File: config.mk
export PLATFORM = sky130hd
export DESIGN_NAME = dmem_arbiter_flat
export DESIGN_NICKNAME = d
export VERILOG_FILES = /design/src/rtl/dmem_arbiter_pkg.sv /design/src/rtl/dmem_arbiter_if.sv /design/src/rtl/dmem_arb_timeout.sv /design/src/rtl/dmem_arbiter.sv /design/src/flat_wrapper.sv
export SDC_FILE = /design/constraint.sdc
export NUM_CORES = 1
export LEC_CHECK = 0
export CAP_MARGIN = 20
export CELL_PAD_IN_SITES_DETAIL_PLACEMENT = 0
export CELL_PAD_IN_SITES_GLOBAL_PLACEMENT = 2
export CORE_ASPECT_RATIO = 1.5
export CORE_UTILIZATION = 13
export DETAILED_ROUTE_END_ITERATION = 7
export PLACE_DENSITY_LB_ADDON = 0.15
export SLEW_MARGIN = 20
export SYNTH_ARGS = -nofsm -noshare
export SYNTH_HDL_FRONTEND = slang
export SYNTH_SLANG_ARGS = --single-unit
File: constraint.sdc
create_clock -name clk_i -period 3.8 [get_ports clk_i]
set_input_delay 0.76 -clock clk_i [delete_from_list [all_inputs] [get_ports clk_i]]
set_output_delay 0.76 -clock clk_i [all_outputs]
set_load 0.03 [all_outputs]
File: src/rtl/dmem_arbiter_pkg.sv
// -----------------------------------------------------------------------------
// dmem_arbiter_pkg
// Shared types and constants for the data-memory arbiter.
//   dmem_arb_state_e   : arbiter FSM encoding (IDLE / WAIT / RESP / ERR)
//   DMEM_ARB_TIMEOUT_W : default width of the starvation counter
// Optional feature macro used by the importing files: DMEM_ARB_TIMEOUT_EN
// -----------------------------------------------------------------------------
package dmem_arbiter_pkg;

  typedef enum logic [1:0] {
    DMEM_ARB_IDLE = 2'd0,
    DMEM_ARB_WAIT = 2'd1,
    DMEM_ARB_RESP = 2'd2,
    DMEM_ARB_ERR  = 2'd3
  } dmem_arb_state_e;

  localparam int DMEM_ARB_TIMEOUT_W = 8;

endpackage

File: src/rtl/dmem_arbiter_if.sv
// -----------------------------------------------------------------------------
// dmem_arbiter_if
// Bundles the CPU data-memory signals, the auxiliary req/gnt port and the
// data-memory port that surround the arbiter.
//   slave  : the arbiter's view (takes CPU/aux requests and memory read data,
//            drives grants, read returns and the memory request)
//   master : the surrounding system's view (CPU, aux requester and memory)
// Parameters: ADDR_W (address width), DATA_W (data width).
// -----------------------------------------------------------------------------
interface dmem_arbiter_if #(
  parameter int ADDR_W = 32,
  parameter int DATA_W = 32
);

  // CPU load/store path
  logic [ADDR_W-1:0] cpu_addr_i;
  logic [DATA_W-1:0] cpu_wdata_i;
  logic              cpu_memwrite_i;
  logic              cpu_memread_i;
  logic [3:0]        cpu_sign_mask_i;
  logic [DATA_W-1:0] cpu_rdata_o;

  // Auxiliary requester
  logic              aux_req_i;
  logic              aux_we_i;
  logic [ADDR_W-1:0] aux_addr_i;
  logic [DATA_W-1:0] aux_wdata_i;
  logic [3:0]        aux_sign_mask_i;
  logic              aux_gnt_o;
  logic              aux_rvalid_o;
  logic [DATA_W-1:0] aux_rdata_o;
  logic              aux_err_o;

  // Data memory
  logic [ADDR_W-1:0] mem_addr_o;
  logic [DATA_W-1:0] mem_wdata_o;
  logic              mem_memwrite_o;
  logic              mem_memread_o;
  logic [3:0]        mem_sign_mask_o;
  logic [DATA_W-1:0] mem_rdata_i;

  modport slave (
    input  cpu_addr_i, cpu_wdata_i, cpu_memwrite_i, cpu_memread_i, cpu_sign_mask_i,
    output cpu_rdata_o,
    input  aux_req_i, aux_we_i, aux_addr_i, aux_wdata_i, aux_sign_mask_i,
    output aux_gnt_o, aux_rvalid_o, aux_rdata_o, aux_err_o,
    output mem_addr_o, mem_wdata_o, mem_memwrite_o, mem_memread_o, mem_sign_mask_o,
    input  mem_rdata_i
  );

  modport master (
    output cpu_addr_i, cpu_wdata_i, cpu_memwrite_i, cpu_memread_i, cpu_sign_mask_i,
    input  cpu_rdata_o,
    output aux_req_i, aux_we_i, aux_addr_i, aux_wdata_i, aux_sign_mask_i,
    input  aux_gnt_o, aux_rvalid_o, aux_rdata_o, aux_err_o,
    input  mem_addr_o, mem_wdata_o, mem_memwrite_o, mem_memread_o, mem_sign_mask_o,
    output mem_rdata_i
  );

endinterface

File: src/rtl/dmem_arb_timeout.sv
// -----------------------------------------------------------------------------
// dmem_arb_timeout
// Saturating starvation counter for the arbiter's WAIT state.
//   clk_i   : clock
//   rstn_i  : asynchronous active-low reset (counter -> 0)
//   clr_i   : synchronous clear (has priority over en_i)
//   en_i    : count enable; stops at all-ones, never wraps
//   term_o  : counter is at its terminal (all-ones) value
// Parameter: W (counter width).
// Only instantiated when DMEM_ARB_TIMEOUT_EN is defined.
// -----------------------------------------------------------------------------
module dmem_arb_timeout #(
  parameter int W = 8
) (
  input  logic clk_i,
  input  logic rstn_i,
  input  logic clr_i,
  input  logic en_i,
  output logic term_o
);

  logic [W-1:0] cnt_q, cnt_d;

  assign term_o = &cnt_q;

  always_comb begin
    cnt_d = cnt_q;
    if (clr_i) begin
      cnt_d = '0;
    end else if (en_i && !term_o) begin
      cnt_d = cnt_q + 1'b1;
    end
  end

  always_ff @(posedge clk_i or negedge rstn_i) begin
    if (!rstn_i) begin
      cnt_q <= '0;
    end else begin
      cnt_q <= cnt_d;
    end
  end

endmodule

File: src/rtl/dmem_arbiter.sv
// -----------------------------------------------------------------------------
// dmem_arbiter
// Shares the core's single data-memory port between the CPU load/store path
// (absolute priority, zero added latency) and one auxiliary requester that
// only gets cycles where the CPU issues no access.
//   clk_i  : core clock
//   rstn_i : asynchronous active-low reset
//   bus    : dmem_arbiter_if.slave -- CPU signals, aux req/gnt/rvalid/rdata/err,
//            and the data-memory request/read-data port
// Parameters: ADDR_W, DATA_W, TIMEOUT_W (starvation counter width).
// Optional feature: DMEM_ARB_TIMEOUT_EN enables the WAIT starvation timeout
// (aux_err_o pulse and ERR state); without it aux_err_o is tied low.
// -----------------------------------------------------------------------------
module dmem_arbiter
  import dmem_arbiter_pkg::*;
#(
  parameter int ADDR_W    = 32,
  parameter int DATA_W    = 32,
  parameter int TIMEOUT_W = DMEM_ARB_TIMEOUT_W
) (
  input  logic           clk_i,
  input  logic           rstn_i,
  dmem_arbiter_if.slave  bus
);

  dmem_arb_state_e   state_q, state_d;
  logic [DATA_W-1:0] rdata_hold_q;
  logic [ADDR_W-1:0] mem_addr_mux;
  logic              cpu_busy;
  logic              can_grant;
  logic              timeout_hit;

  assign cpu_busy = bus.cpu_memread_i | bus.cpu_memwrite_i;

`ifdef DMEM_ARB_TIMEOUT_EN
  logic cnt_term;

  // Counter runs only while waiting; any other state restarts it from zero.
  dmem_arb_timeout #(.W(TIMEOUT_W)) u_timeout (
    .clk_i  (clk_i),
    .rstn_i (rstn_i),
    .clr_i  (state_q != DMEM_ARB_WAIT),
    .en_i   (state_q == DMEM_ARB_WAIT),
    .term_o (cnt_term)
  );

  // Timeout beats a coincident CPU-idle cycle: the request is abandoned.
  assign timeout_hit = (state_q == DMEM_ARB_WAIT) && bus.aux_req_i && cnt_term;
`else
  logic [TIMEOUT_W-1:0] unused_timeout_w;
  assign unused_timeout_w = '0;
  assign timeout_hit      = 1'b0;
`endif

  // IDLE and WAIT grant under the same condition; RESP/ERR never grant.
  assign can_grant = rstn_i && bus.aux_req_i && !cpu_busy && !timeout_hit &&
                     ((state_q == DMEM_ARB_IDLE) || (state_q == DMEM_ARB_WAIT));

  // State register
  always_ff @(posedge clk_i or negedge rstn_i) begin
    if (!rstn_i) begin
      state_q <= DMEM_ARB_IDLE;
    end else begin
      state_q <= state_d;
    end
  end

  // Next-state logic
  always_comb begin
    state_d = state_q;
    unique case (state_q)
      DMEM_ARB_IDLE, DMEM_ARB_WAIT: begin
        if (!bus.aux_req_i) begin
          state_d = DMEM_ARB_IDLE;
        end else if (timeout_hit) begin
          state_d = DMEM_ARB_ERR;
        end else if (!cpu_busy) begin
          // Writes complete in the grant cycle; reads need the return cycle.
          state_d = bus.aux_we_i ? DMEM_ARB_IDLE : DMEM_ARB_RESP;
        end else begin
          state_d = DMEM_ARB_WAIT;
        end
      end
      DMEM_ARB_RESP: state_d = DMEM_ARB_IDLE;
      DMEM_ARB_ERR: begin
`ifdef DMEM_ARB_TIMEOUT_EN
        state_d = bus.aux_req_i ? DMEM_ARB_ERR : DMEM_ARB_IDLE;
`else
        state_d = DMEM_ARB_IDLE;
`endif
      end
      default: state_d = DMEM_ARB_IDLE;
    endcase
  end

  // Output logic
  always_comb begin
    bus.aux_gnt_o    = can_grant;
    bus.aux_rvalid_o = (state_q == DMEM_ARB_RESP);
    bus.aux_err_o    = timeout_hit;
    // Read data is live in the return cycle, then comes from the hold register.
    bus.aux_rdata_o  = (state_q == DMEM_ARB_RESP) ? bus.mem_rdata_i : rdata_hold_q;
    bus.cpu_rdata_o  = bus.mem_rdata_i;

    mem_addr_mux        = bus.cpu_addr_i;
    bus.mem_wdata_o     = bus.cpu_wdata_i;
    bus.mem_memwrite_o  = bus.cpu_memwrite_i;
    bus.mem_memread_o   = bus.cpu_memread_i;
    bus.mem_sign_mask_o = bus.cpu_sign_mask_i;
    if (can_grant) begin
      mem_addr_mux        = bus.aux_addr_i;
      bus.mem_wdata_o     = bus.aux_wdata_i;
      bus.mem_memwrite_o  = bus.aux_we_i;
      bus.mem_memread_o   = !bus.aux_we_i;
      bus.mem_sign_mask_o = bus.aux_sign_mask_i;
    end
    bus.mem_addr_o = mem_addr_mux;
  end

  // Aux read-data hold register; a reset during RESP discards the response.
  always_ff @(posedge clk_i or negedge rstn_i) begin
    if (!rstn_i) begin
      rdata_hold_q <= '0;
    end else if (state_q == DMEM_ARB_RESP) begin
      rdata_hold_q <= bus.mem_rdata_i;
    end
  end

endmodule

File: src/flat_wrapper.sv
// flat-port wrapper written by rule: the top's interface ports become plain ports
module dmem_arbiter_flat import dmem_arbiter_pkg::*;
#(
  parameter int ADDR_W    = 32,
  parameter int DATA_W    = 32,
  parameter int TIMEOUT_W = DMEM_ARB_TIMEOUT_W
)
  (clk_i, rstn_i, bus_cpu_addr_i, bus_cpu_wdata_i, bus_cpu_memwrite_i, bus_cpu_memread_i, bus_cpu_sign_mask_i, bus_cpu_rdata_o, bus_aux_req_i, bus_aux_we_i, bus_aux_addr_i, bus_aux_wdata_i, bus_aux_sign_mask_i, bus_aux_gnt_o, bus_aux_rvalid_o, bus_aux_rdata_o, bus_aux_err_o, bus_mem_addr_o, bus_mem_wdata_o, bus_mem_memwrite_o, bus_mem_memread_o, bus_mem_sign_mask_o, bus_mem_rdata_i);
  dmem_arbiter_if #(.ADDR_W(ADDR_W), .DATA_W(DATA_W)) bus_i ();
  input  logic clk_i;
  input  logic rstn_i;
  input wire logic [$bits(bus_i.cpu_addr_i)-1:0] bus_cpu_addr_i;
  input wire logic [$bits(bus_i.cpu_wdata_i)-1:0] bus_cpu_wdata_i;
  input wire logic [$bits(bus_i.cpu_memwrite_i)-1:0] bus_cpu_memwrite_i;
  input wire logic [$bits(bus_i.cpu_memread_i)-1:0] bus_cpu_memread_i;
  input wire logic [$bits(bus_i.cpu_sign_mask_i)-1:0] bus_cpu_sign_mask_i;
  output wire logic [$bits(bus_i.cpu_rdata_o)-1:0] bus_cpu_rdata_o;
  input wire logic [$bits(bus_i.aux_req_i)-1:0] bus_aux_req_i;
  input wire logic [$bits(bus_i.aux_we_i)-1:0] bus_aux_we_i;
  input wire logic [$bits(bus_i.aux_addr_i)-1:0] bus_aux_addr_i;
  input wire logic [$bits(bus_i.aux_wdata_i)-1:0] bus_aux_wdata_i;
  input wire logic [$bits(bus_i.aux_sign_mask_i)-1:0] bus_aux_sign_mask_i;
  output wire logic [$bits(bus_i.aux_gnt_o)-1:0] bus_aux_gnt_o;
  output wire logic [$bits(bus_i.aux_rvalid_o)-1:0] bus_aux_rvalid_o;
  output wire logic [$bits(bus_i.aux_rdata_o)-1:0] bus_aux_rdata_o;
  output wire logic [$bits(bus_i.aux_err_o)-1:0] bus_aux_err_o;
  output wire logic [$bits(bus_i.mem_addr_o)-1:0] bus_mem_addr_o;
  output wire logic [$bits(bus_i.mem_wdata_o)-1:0] bus_mem_wdata_o;
  output wire logic [$bits(bus_i.mem_memwrite_o)-1:0] bus_mem_memwrite_o;
  output wire logic [$bits(bus_i.mem_memread_o)-1:0] bus_mem_memread_o;
  output wire logic [$bits(bus_i.mem_sign_mask_o)-1:0] bus_mem_sign_mask_o;
  input wire logic [$bits(bus_i.mem_rdata_i)-1:0] bus_mem_rdata_i;
  assign bus_i.cpu_addr_i = bus_cpu_addr_i;
  assign bus_i.cpu_wdata_i = bus_cpu_wdata_i;
  assign bus_i.cpu_memwrite_i = bus_cpu_memwrite_i;
  assign bus_i.cpu_memread_i = bus_cpu_memread_i;
  assign bus_i.cpu_sign_mask_i = bus_cpu_sign_mask_i;
  assign bus_cpu_rdata_o = bus_i.cpu_rdata_o;
  assign bus_i.aux_req_i = bus_aux_req_i;
  assign bus_i.aux_we_i = bus_aux_we_i;
  assign bus_i.aux_addr_i = bus_aux_addr_i;
  assign bus_i.aux_wdata_i = bus_aux_wdata_i;
  assign bus_i.aux_sign_mask_i = bus_aux_sign_mask_i;
  assign bus_aux_gnt_o = bus_i.aux_gnt_o;
  assign bus_aux_rvalid_o = bus_i.aux_rvalid_o;
  assign bus_aux_rdata_o = bus_i.aux_rdata_o;
  assign bus_aux_err_o = bus_i.aux_err_o;
  assign bus_mem_addr_o = bus_i.mem_addr_o;
  assign bus_mem_wdata_o = bus_i.mem_wdata_o;
  assign bus_mem_memwrite_o = bus_i.mem_memwrite_o;
  assign bus_mem_memread_o = bus_i.mem_memread_o;
  assign bus_mem_sign_mask_o = bus_i.mem_sign_mask_o;
  assign bus_i.mem_rdata_i = bus_mem_rdata_i;
  dmem_arbiter #(.ADDR_W(ADDR_W), .DATA_W(DATA_W), .TIMEOUT_W(TIMEOUT_W)) u_core (.clk_i(clk_i), .rstn_i(rstn_i), .bus(bus_i));
endmodule
==> results of run 1 <==
## cells in the final DEF, fill, tap and decap left out, types with 5 or more instances in the layout
cell	instances
clkdlybuf4s50_1	290
mux2_2	100
dfrtp_1	34
buf_12	17
clkbuf_16	5
buf_4	5
## worst min-delay path by stage
stage,startpoint,endpoint,slack (ps),depth (start not counted)
2_1_floorplan,rstn_i,u_core.rdata_hold_q[0],460,0
3_5_place_dp,u_core.rdata_hold_q[16],u_core.rdata_hold_q[16],480,1
4_1_cts,u_core.rdata_hold_q[16],u_core.rdata_hold_q[16],500,1
3_3_place_gp,u_core.rdata_hold_q[7],u_core.rdata_hold_q[7],480,1
5_1_grt,u_core.rdata_hold_q[6],u_core.rdata_hold_q[6],500,1
6_report,u_core.rdata_hold_q[0],u_core.rdata_hold_q[0],490,1
## kinds of logic after synthesis
family / synth area share [%]
other: 0.156
AND/OR/NAND/NOR: 2.45
flip-flops: 35.4
multiplexers: 46.8
AO/OA/AOI/OAI: 0.625
buffers and inverters: 14.6
## per-layer routing
metal	global-route usage (%)	up-vias	wire length [µm]
met3	5.76	6	1520
li1	-	1185	-
met4	2.75	0	104
met2	23.2	196	6410
met1	10.7	1151	3570
met5	0	-	0
## sequential cells by signal, indices dropped and copies added, names as in the netlist
register / cells
u_core.state_q: 2
u_core.rdata_hold_q: 32
## layout make-up
cell class,instances,area share [%]
Sequential cell,34,14.7
Multi-Input combinational cell,109,21.0
Clock inverter,2,0.217
Clock buffer,6,2.41
Inverter,1,0.0650
Timing Repair Buffer,313,56.9
Tap cell,217,4.70
## worst reg2reg max path: stages, from the launching register on
cell and delay (ps):
dfrtp_1 420, nor2b_4 160, buf_4 380, mux2_2 440
## metrics by stage
step	hold slack, ps	instances	setup WS (ps)
final	492	682	164
after global routing	502	682	83.4
after CTS	497	682	128
after detailed placement	484	674	132
after global placement	479	674	148
after floorplan	464	188	1150
## power breakdown
part | internal, mW | switching (mW) | leakage, nW | total, mW
Clock | 0.259 | 0.150 | 0.0729 | 0.410
Sequential | 0.449 | 0.0191 | 0.416 | 0.468
Combinational | 0.536 | 0.507 | 1.78 | 1.04
Total | 1.24 | 0.677 | 2.27 | 1.92
==> impl_metrics.csv, run 1 <==
group,metric,value,unit
clock_network,htree_num_levels,2,
yosys,yosysUniqueCellTypes,14,
yosys,syn_area_per_cell,12.8,µm²
yosys,synthFlopType,"dfrtp_1",
routing,dr.first_iter.drc_count,19,
clock_network,numCtsBuffers,5,
clock_network,cts_root_buf,"clkbuf_16",
worst_setup_path,endpoint,"bus_mem_wdata_o[28]",
yosys,yosys.area.top_type_share,46.8,%
routing,drtAntennaViolNets,0,
placement,place.gp.congestion,0.757,
clock_network,holdBufCountCts,0,
sta,min_period,3640,ps
power_and_ir_drop,finalPower,1.92,mW
final_layout,antennaDiodeCount,0,
global_route,grt_pass1_vias,2821,
placement,dpl_cell_area,5620,µm²
global_route,grt_max_degree,37,
final_layout,ff_latch_area,851,µm²
clock_network,cts_resized,0,
sta,finalMaxSlewViolations,0,
yosys,yosysMostFrequentCell,"mux2_2",
global_route,grt_pass1_wl,16700,µm
run,cap_viol_max_count,0,
status,status,"completed",
routing,wl_per_cell,17.0,µm
sta,rsz0062_at_grt,"false",
yosys,synth_nets,362,
die,dieArea,19100,µm²
final_layout,fin_area,5770,µm²
worst_setup_path,critical-path-top-cell-by-count,"clkdlybuf4s50_1",
sta,tns,0,ps
worst_setup_path,r2r_cells,3,
worst_setup_path,cp.depth,6,
die,rows,60,
worst_setup_path,slowest_stage,"clkdlybuf4s50_1",
worst_hold_path,hold_class,"flop to flop",
yosys,synth-async-reset-ratio,100,%
die,core,18000,µm²
sta,post-route-period-util,95.7,%
power_and_ir_drop,p_leak,2.27,nW
final_layout,nFillCells,1846,
final_layout,syn_to_final_growth,140,%
yosys,synth-seq-area-share,35.4,%
worst_setup_path,worst_r2r_endpoint,"u_core.rdata_hold_q[15]",
sta,skew,2.68,ps
worst_setup_path,cp_max_fo,36,
final_layout,drive_gt1_share,28.8,%
global_route,grt_usage,11.8,%
die,die_height,169,µm
global_route,grt-ovfl-total,0,
worst_setup_path,start_kind,"input pin",
worst_setup_path,rrSetupSlack,2280,ps
worst_setup_path,startpoint,"bus_cpu_memwrite_i",
placement,dp_hpwl,10200,µm
die,num_io_pins,311,
routing,routed_wl,11600,µm
yosys,ys.warnings.count,0,
sta,hold_viol,0,
routing,drt_first_pass_iters,4,
power_and_ir_drop,ir_drop,0.141,mV
routing,drcViolationCount,0,
clock_network,clk_latency,280,ps
worst_setup_path,crit_chain,"clkdlybuf4s50_1 -> nor4b_4 -> nand2_4 -> buf_12 -> mux2_2 -> clkdlybuf4s50_1",
worst_setup_path,critical-path-top-delay-family,"buffers and inverters",
worst_setup_path,worstSetupPathType,"input pin to output port",
sta,setup_viol,0,
clock_network,cts_setup_buffers,0,
worst_setup_path,end_kind,"output port",
yosys,ys_ff_latch,34,
yosys,syn_area,2400,µm²
clock_network,cts_tree,"yes",
clock_network,cts_sinks,34,
final_layout,multiInputGateArea,1210,µm²
clock_network,clk_pin_slew,50,ps
routing,vias,2538,
worst_setup_path,cp_data_arrival_time,2880,ps
die,die_w,113,µm
final_layout,fin_util,32.0,%
die,start_util,13.3,%
sta,max_freq,275,MHz
worst_setup_path,r2r_start,"u_core.state_q[1]",
worst_setup_path,worst-path-buf-inv,3,
routing,via_per_inst,3.72,
yosys,syn_inst,188,
global_route,antenna_found_initial,0,
final_layout,final_nets,638,
yosys,ys_top_cells_by_count,"100 x mux2_2, 34 x dfrtp_1, 33 x buf_4, 7 x buf_6, 4 x buf_2",
placement,io_buffers,309,
worst_setup_path,worstPathRequired,3040,ps
power_and_ir_drop,pwr_density_cell,333,nW/µm²
worst_setup_path,slowest_delay,720,ps
yosys,synthTopCellsByArea,"mux2_2 47%, dfrtp_1 35%, buf_4 10%",
yosys,synth_edf_count,0,
clock_network,clockBufferDepth,2,
yosys,yosysTopAreaCell,"mux2_2",
Power figures use the tool's default switching activity.
==> run 2, diff against run 1 <==
==> constraint.sdc (replaced) <==
create_clock -name clk_i -period 4.2 [get_ports clk_i]
set_input_delay 0.84 -clock clk_i [delete_from_list [all_inputs] [get_ports clk_i]]
set_output_delay 0.84 -clock clk_i [all_outputs]
set_load 0.03 [all_outputs]
==> run 2 against run 1 <==
  * Clock power is 8.5% lower
  * Wire length hardly changed
  * Non-clock buffer count up 1
  * Combinational power fell by 9%
  * Flip-flop and latch count unchanged
  * Via count up 1.1%
  * Sequential share of layout area is the same
  * Cell count rose by 0.15%
  * Utilization stayed put
  * Power decreased by 9.4%
  * Highest routed layer unchanged
  * Largest power group unchanged
==> impl_metrics.csv, run 2 (same netlist as run 1, synthesis figures left out) <==
group,metric,value,unit
power_and_ir_drop,clockPowerShare,21.6,%
clock_network,cts_resized,0,
status,status,"completed",
worst_setup_path,worstSetupPathType,"input pin to output port",
final_layout,antennaDiodeCount,0,
sta,setup_viol,0,
power_and_ir_drop,seq_power_share,24.3,%
sta,tns,0,ps
power_and_ir_drop,power_frac_comb,54.1,%
final_layout,final_nets,639,
clock_network,cts_sinks,34,
placement,io_buffers,309,
worst_setup_path,r2r_cells,3,
final_layout,drive_gt1_share,28.5,%
sta,post-route-period-util,92.9,%
worst_setup_path,end_kind,"output port",
sta,skew,5.10,ps
final_layout,layout_commonest_cell,"clkdlybuf4s50_1",
sta,rsz0062_at_grt,"false",
power_and_ir_drop,p_int,1.13,mW
clock_network,clk_pin_slew,60,ps
final_layout,largestRegisters,"u_core.rdata_hold_q: 32 flops, u_core.state_q: 2 flops",
worst_setup_path,worst_r2r_endpoint,"u_core.rdata_hold_q[0]",
global_route,grt_pass1_wl,16800,µm
global_route,grt-busiest-layer,"met2",
global_route,antenna_found_initial,0,
sta,worst_slack,296,ps
power_and_ir_drop,pwr_density_cell,301,nW/µm²
placement,dp_hpwl,10100,µm
global_route,met2_usage,23.5,%
die,die_height,169,µm
power_and_ir_drop,p_leak,2.27,nW
worst_setup_path,endpoint,"bus_mem_addr_o[17]",
worst_setup_path,cp_data_arrival_time,3060,ps
die,num_io_pins,311,
clock_network,cts_tree,"yes",
routing,dr.first_iter.drc_count,30,
worst_setup_path,r2r_start,"u_core.state_q[1]",
worst_setup_path,worstPathRequired,3360,ps
sta,min_period,3900,ps
clock_network,clockBufferDepth,2,
global_route,grt-ovfl-total,0,
placement,dpl_cell_area,5620,µm²
clock_network,holdBufCountCts,0,
final_layout,largest_reg_flops,32,
die,rows,60,
global_route,grt_usage,11.9,%
final_layout,layout_common_cells,"292 x clkdlybuf4s50_1, 100 x mux2_2, 34 x dfrtp_1",
clock_network,htree_num_levels,2,
placement,place.gp.congestion,0.757,
power_and_ir_drop,power.switching,615,µW
die,die_w,113,µm
worst_setup_path,rrSetupSlack,2690,ps
clock_network,numCtsBuffers,5,
sta,max_freq,256,MHz
routing,wl_per_cell,17.0,µm
power_and_ir_drop,ir_drop,0.148,mV
final_layout,syn_to_final_growth,140,%
sta,finalMaxSlewViolations,0,
clock_network,cts_root_buf,"clkbuf_16",
die,core,18000,µm²
die,start_util,13.3,%
worst_setup_path,cp_max_fo,54,
routing,routed_wl,11600,µm
routing,via_per_inst,3.76,
routing,drcViolationCount,0,
global_route,grt_max_degree,55,
die,dieArea,19100,µm²
sta,hold_viol,0,
clock_network,cts_setup_buffers,0,
power_and_ir_drop,sw_frac_of_total,35.3,%
placement,preCtsSetupSlack,248,ps
power_and_ir_drop,finalPower,1.74,mW
global_route,grtUsageMet1,10.6,%
final_layout,fin_area,5770,µm²
routing,drt_first_pass_iters,3,
worst_setup_path,start_kind,"input pin",
routing,drtAntennaViolNets,0,
clock_network,clk_latency,280,ps
run,cap_viol_max_count,0,
routing,vias,2567,
worst_setup_path,startpoint,"bus_cpu_memwrite_i",
global_route,grt_use_met3,5.87,%
final_layout,largest_register,"u_core.rdata_hold_q",
worst_hold_path,hold_class,"flop to flop",
global_route,grt_pass1_vias,2927,
[run 2: per-layer routing]
layer | routed length, µm | part of all wire, %
met1 | 3570 | 31
met2 | 6360 | 55
met3 | 1590 | 14
met4 | 102 | 0.88
met5 | 0 | 0
[run 2: layout make-up]
cell class | count | area [µm²]
clock buffer | 6 | 139
multi-input combinational | 109 | 1210
tap | 217 | 272
clock inverter | 2 | 12.5
fill | 1859 | 12200
timing repair buffer | 314 | 3290
sequential | 34 | 851
inverter | 1 | 3.75
[run 2: power by group through the flow]
stage	sequential, mW	combinational [mW]	clock [mW]
CTS	0.425	0.959	0.398
detailed placement	0.431	0.956	0
floorplan	0.424	0.480	0
global route	0.433	0.990	0.410
finish	0.423	0.942	0.375
global placement	0.428	0.953	0
[run 2: stage by stage]
step | cells | hold WS (ps) | util, %
floorplan | 188 | 479 | -
global placement | 675 | 479 | 31.2
detailed placement | 675 | 483 | 31.2
CTS | 683 | 498 | 32.0
global route | 683 | 510 | 32.0
finish | 683 | 494 | 32.0
[run 2: worst min path at each step]
stage	start	slack, ps	to	depth (start not counted)
after floorplan	u_core.state_q[1]	480	u_core.state_q[0]	1
after global placement	u_core.rdata_hold_q[7]	480	u_core.rdata_hold_q[7]	1
final	u_core.rdata_hold_q[19]	490	u_core.rdata_hold_q[19]	1
after CTS	u_core.rdata_hold_q[18]	500	u_core.rdata_hold_q[18]	1
after detailed placement	u_core.rdata_hold_q[21]	480	u_core.rdata_hold_q[21]	1
after global routing	u_core.rdata_hold_q[30]	510	u_core.rdata_hold_q[30]	1
[run 2: worst max-delay path, stage by stage]
cell,delay [ps]
clkdlybuf4s50_1,480
nor4b_4,400
nand2_4,120
buf_12,210
mux2_2,260
clkdlybuf4s50_1,710
